--- config.mk ---
export PLATFORM = sky130hd
export DESIGN_NAME = snake_head_ctrl
export DESIGN_NICKNAME = d
export VERILOG_FILES = /design/src/rtl/snake_head_ctrl.sv
export SDC_FILE = /design/constraint.sdc
export NUM_CORES = 1
export LEC_CHECK = 0
export ABC_AREA = 0
export CORE_MARGIN = 3
export CORE_UTILIZATION = 60
export DETAILED_ROUTE_END_ITERATION = 8
export HOLD_SLACK_MARGIN = 0.06
export PLACE_DENSITY = 0.87
export REMOVE_ABC_BUFFERS = 1
export SYNTH_ARGS = -nofsm -noshare
export SYNTH_HDL_FRONTEND = slang
export SYNTH_SLANG_ARGS = --single-unit
export TNS_END_PERCENT = 5
--- constraint.sdc ---
create_clock -name CLOCK_50 -period 10.9 [get_ports CLOCK_50]
set_input_delay 3.27 -clock CLOCK_50 [delete_from_list [all_inputs] [get_ports CLOCK_50]]
set_output_delay 3.27 -clock CLOCK_50 [all_outputs]
set_load 0.01 [all_outputs]
--- src/rtl/snake_head_ctrl.sv ---
// Snake head controller: game-tick divider, direction capture with reversal rejection,
// wall/food detection and IDLE/RUN/DEAD state. Optional macro SNAKE_WRAP_EN: wrap-around edges plus a kill input.
module snake_head_ctrl #(
  parameter int SEG_SIZE = 20,
  parameter int SCREEN_W = 640,
  parameter int SCREEN_H = 480,
  parameter int TICK_DIV = 5000000,
  parameter int START_X  = 320,
  parameter int START_Y  = 240
) (
  input  logic        CLOCK_50,
  input  logic        reset,
  input  logic        start,
  input  logic        btn_up,
  input  logic        btn_down,
  input  logic        btn_left,
  input  logic        btn_right,
`ifdef SNAKE_WRAP_EN
  input  logic        kill,
`endif
  input  logic [11:0] food_x,
  input  logic [11:0] food_y,
  output logic [11:0] head_x,
  output logic [11:0] head_y,
  output logic        move_signal,
  output logic        food_eaten,
  output logic [7:0]  score,
  output logic [1:0]  dir,
  output logic [1:0]  game_state
);

  localparam int CNT_W = (TICK_DIV > 1) ? $clog2(TICK_DIV) : 1;
  localparam logic [CNT_W-1:0] TICK_LAST = CNT_W'(TICK_DIV - 1);
  localparam logic [11:0] SEG     = 12'(SEG_SIZE);
  localparam logic [11:0] X_LAST  = 12'(SCREEN_W - SEG_SIZE);
  localparam logic [11:0] Y_LAST  = 12'(SCREEN_H - SEG_SIZE);
  localparam logic [11:0] X_START = 12'(START_X);
  localparam logic [11:0] Y_START = 12'(START_Y);

  localparam logic [1:0] D_UP    = 2'b00;
  localparam logic [1:0] D_DOWN  = 2'b01;
  localparam logic [1:0] D_LEFT  = 2'b10;
  localparam logic [1:0] D_RIGHT = 2'b11;

  typedef enum logic [1:0] {
    S_IDLE = 2'b00,
    S_RUN  = 2'b01,
    S_DEAD = 2'b10
  } state_t;

  state_t           state_reg, state_next;
  logic [11:0]      head_x_reg, head_x_next;
  logic [11:0]      head_y_reg, head_y_next;
  logic [1:0]       dir_reg, dir_next;
  logic [1:0]       pend_reg, pend_next;
  logic [7:0]       score_reg, score_next;
  logic [CNT_W-1:0] tick_reg, tick_next;
  logic             move_reg, move_next;
  logic             eaten_reg, eaten_next;

  logic       req_valid;
  logic [1:0] req;
  logic       opposite;
  logic       step;
  logic       wall;
  logic [11:0] cand_x, cand_y;

  always_ff @(posedge CLOCK_50 or posedge reset) begin
    if (reset) begin
      state_reg  <= S_IDLE;
      head_x_reg <= X_START;
      head_y_reg <= Y_START;
      dir_reg    <= D_RIGHT;
      pend_reg   <= D_RIGHT;
      score_reg  <= 8'd0;
      tick_reg   <= '0;
      move_reg   <= 1'b0;
      eaten_reg  <= 1'b0;
    end else begin
      state_reg  <= state_next;
      head_x_reg <= head_x_next;
      head_y_reg <= head_y_next;
      dir_reg    <= dir_next;
      pend_reg   <= pend_next;
      score_reg  <= score_next;
      tick_reg   <= tick_next;
      move_reg   <= move_next;
      eaten_reg  <= eaten_next;
    end
  end

  // Candidate cell along the pending direction, plus the wall test on the current head.
  always_comb begin
    cand_x = head_x_reg;
    cand_y = head_y_reg;
    wall   = 1'b0;
    case (pend_reg)
      D_UP: begin
        cand_y = head_y_reg - SEG;
        wall   = (head_y_reg == 12'd0);
`ifdef SNAKE_WRAP_EN
        if (wall) cand_y = Y_LAST;
`endif
      end
      D_DOWN: begin
        cand_y = head_y_reg + SEG;
        wall   = (head_y_reg >= Y_LAST);
`ifdef SNAKE_WRAP_EN
        if (wall) cand_y = 12'd0;
`endif
      end
      D_LEFT: begin
        cand_x = head_x_reg - SEG;
        wall   = (head_x_reg == 12'd0);
`ifdef SNAKE_WRAP_EN
        if (wall) cand_x = X_LAST;
`endif
      end
      default: begin
        cand_x = head_x_reg + SEG;
        wall   = (head_x_reg >= X_LAST);
`ifdef SNAKE_WRAP_EN
        if (wall) cand_x = 12'd0;
`endif
      end
    endcase
`ifdef SNAKE_WRAP_EN
    wall = 1'b0;
`endif
  end

  always_comb begin
    state_next  = state_reg;
    head_x_next = head_x_reg;
    head_y_next = head_y_reg;
    dir_next    = dir_reg;
    pend_next   = pend_reg;
    score_next  = score_reg;
    tick_next   = tick_reg;
    move_next   = 1'b0;
    eaten_next  = 1'b0;

    req_valid = btn_up | btn_down | btn_left | btn_right;
    req = btn_up ? D_UP : btn_down ? D_DOWN : btn_left ? D_LEFT : D_RIGHT;
    // Opposite pairs differ only in bit 0 of the encoding.
    opposite = ({req[1], ~req[0]} == dir_reg);
    step = (state_reg == S_RUN) && (tick_reg == TICK_LAST);

    case (state_reg)
      S_IDLE: begin
        tick_next = '0;
        if (start) state_next = S_RUN;
      end
      S_RUN: begin
        tick_next = step ? '0 : tick_reg + 1'b1;
        if (req_valid && !opposite) pend_next = req;
`ifdef SNAKE_WRAP_EN
        if (kill) begin
          state_next = S_DEAD;
        end else
`endif
        if (step) begin
          if (wall) begin
            state_next = S_DEAD;
          end else begin
            head_x_next = cand_x;
            head_y_next = cand_y;
            dir_next    = pend_reg;
            move_next   = 1'b1;
            if (cand_x == food_x && cand_y == food_y) begin
              eaten_next = 1'b1;
              score_next = (score_reg == 8'hFF) ? 8'hFF : score_reg + 8'd1;
            end
          end
        end
      end
      S_DEAD: begin
        if (start) begin
          state_next  = S_IDLE;
          head_x_next = X_START;
          head_y_next = Y_START;
          dir_next    = D_RIGHT;
          pend_next   = D_RIGHT;
          score_next  = 8'd0;
          tick_next   = '0;
        end
      end
      default: state_next = S_IDLE;
    endcase
  end

  assign head_x      = head_x_reg;
  assign head_y      = head_y_reg;
  assign move_signal = move_reg;
  assign food_eaten  = eaten_reg;
  assign score       = score_reg;
  assign dir         = dir_reg;
  assign game_state  = state_reg;

endmodule
==> impl_metrics.toml <==
[status]
status = "complete, no violations"

[route]
antenna_left = 0
vias_per_cell = 6.49
drt_wl_total_mm = 13.3
post_drt_wl_per_cell_um = 18.3
dr.first_iter.drc_count = 486
drc = 0
first_pass_iters = 5
vias = 4719

[setup_path]
critPathSlowestCell = "or4b_4"
arrival_ns = 6.69
cp-start-kind = "input pin"
critPathTopFamily = "simple AND/OR/NAND/NOR gates"
reg2reg_from = "pend_reg[1]$_DFFE_PP1P_"
reg2reg_depth = 11
r2r-end = "score[1]$_DFFE_PP0P_"
required_ns = 11.13
cp_num_buf_inv = 1
max_stage_delay_ns = 0.54
worstPathMaxFanout = 8
end_kind = "flip-flop"
rrSetupSlack_ns = 6.03
crit_chain = "clkdlybuf4s50_1, xor2_2, mux2i_1, a221o_1, or4_1, a2111oi_0, or4b_4, o31ai_4, and2_1, o22ai_2"
path_class = "input pin to flip-flop"

[sta]
skew_ns = 0.0141
holdWs_ns = 0.540
tightest_slew_ns = 0.929
slew_headroom_pct = 37.9
period_share_pct = 59.3
grt_setup_unrepaired = "no"
clock.fmax_ghz = 0.155
hold_violations = 0
post-route-min-period_ns = 6.47
tns_ns = 0
setup_viol = 0
report.final.slew_viol_count = 0

[power]
p_total_uw = 679
irDropWorstVdd_v = 0.0000699
leakagePower_nw = 2.18
powerDensity_mw_per_mm2 = 122

[finish]
stdcell_count = 727
syn_to_final_growth_pct = 18.3
nets = 667
final_core_util_pct = 74.8
largest_reg_flops = 23
drive_above_1_share_pct = 7.48
n_antenna_cell = 0

[yosys]
avgSynthCellArea_um2 = 8.13
synth_edf_count = 0
yosysWarnings = 0
async_flop_share_pct = 100
synth-seq-area-share_pct = 31.6
synth.most_common_cell = "nor2_1"
synth_seq_cells = 59
netlist.area_leader.share_pct = 26.0
synthTopCellsByArea = "dfrtp_1 (26%), xnor2_1 (6.3%), dfstp_2 (5.6%)"
synthDistinctLibCells = 76
yosys_most_used_dff = "dfrtp_1"
synthCells = 579
netlist_area_mm2 = 0.00471
synth_common_cells = "nor2_1 (60), nand2_1 (55), o21ai_0 (52), dfrtp_1 (49), xnor2_1 (34)"
synth_area_leader_cell = "dfrtp_1"

[floorplan]
rows = 31
ioPinCount = 69
die-area_mm2 = 0.00894
core_mm2 = 0.00745
die_h_um = 94.6
die_w_um = 94.6
start_util_pct = 63.2

[global_routing]
grt.overflow.total = 0
antenna_found_initial = 0
grt_usage_pct = 30.6
grt_pass1_vias = 4368
grt_pass1_wl_mm = 21.5
grt_max_degree = 60

[clock_network]
postCtsSetupRepairBufs = 0
cts-htree-levels = 3
clk_latency_ns = 0.36
clk_path_buf_depth = 2
cts_hold_buf = 0
cts.clk_slew.worst_paths_ns = 0.08
cts_tree = "yes"
cts_buffers = 9
root_buffer = "clkbuf_8"
clock_sinks = 59
postCtsResizedCells = 0

[hold_path]
worst_hold_path.num_cells = 1
whs_endpoint = "head_x[11]$_DFFE_PP0P_"
hp-class = "flip-flop to flip-flop"
hp-start = "head_x[11]$_DFFE_PP0P_"

[placement]
dp.cells = 712
dp_hpwl_mm = 9.45
port_buffers = 64
globalplace.congestion = 0.939

[flow_run]
drv_cap = 0
[power by group]
group / switching (mW) / internal (mW) / leakage, nW
Combinational: 0.0962 / 0.0821 / 1.32
Sequential: 0.0307 / 0.237 / 0.745
Clock: 0.0930 / 0.140 / 0.115
[final cells by class]
type / count / area, µm²
Multi-Input combinational cell: 469 / 3000
Inverter: 19 / 71.3
Clock inverter: 4 / 73.8
Sequential cell: 59 / 1490
Fill cell: 574 / 1880
Clock buffer: 11 / 151
Tap cell: 99 / 124
Timing Repair Buffer: 66 / 656
[routing by layer]
layer	share of wire, %	GRT usage [%]
met1	41	41.2
met2	48	49.2
met3	8.5	6.77
met4	2.5	9.50
met5	0	0
[kinds of logic (layout without fill, tap and decap cells)]
family | count (synthesis) | count (layout) | synth area share, %
XOR/XNOR | 50 | 50 | 10.0
multiplexers | 9 | 9 | 2.02
AND/OR/NAND/NOR | 240 | 240 | 26.8
AO/OA/AOI/OAI | 153 | 153 | 21.1
buffers and inverters | 54 | 100 | 4.78
flip-flops | 59 | 59 | 31.6
other | 1 | 4 | 0.0797
adder cells (fa/ha/maj) | 13 | 13 | 3.56
[how the worst max path moves through the flow]
stage	from	to	slack (ns)	cells after the start
finish	food_y[11]	score[1]$_DFFE_PP0P_	4.43	10
global route	food_y[11]	score[1]$_DFFE_PP0P_	4.28	10
CTS	food_y[11]	score[1]$_DFFE_PP0P_	4.48	10
detailed placement	food_y[11]	score[6]$_DFFE_PP0P_	4.10	10
global placement	food_y[11]	score[5]$_DFFE_PP0P_	4.18	10
floorplan	food_y[11]	score[1]$_DFFE_PP0P_	4.98	9
[cells in the final DEF, fill, tap and decap left out, types with 10 or more instances in the layout]
master	synthesis	routed
xnor2_1	34	34
or3_1	11	11
clkbuf_8	0	11
dfstp_2	10	10
or4_1	10	10
a21oi_1	32	32
nand2_1	55	55
dfrtp_1	49	49
nor2b_1	10	10
xor2_1	13	13
a31oi_1	11	11
nand2b_1	11	11
nor2_1	60	60
nand4_1	10	10
o21ai_0	52	52
clkdlybuf4s50_1	0	64
nand3_1	18	18
ha_1	11	11
inv_1	19	18
nor3_1	15	15
[through the flow]
| stage | setup WS (ns) | area (µm²) |
|---|---|---|
| 3_3_place_gp | 4.18 | 5340 |
| 2_1_floorplan | 4.98 | 4560 |
| 5_1_grt | 4.28 | 5570 |
| 4_1_cts | 4.48 | 5570 |
| 6_report | 4.43 | 5570 |
| 3_5_place_dp | 4.10 | 5340 |
(Power assumes the default switching activity.)
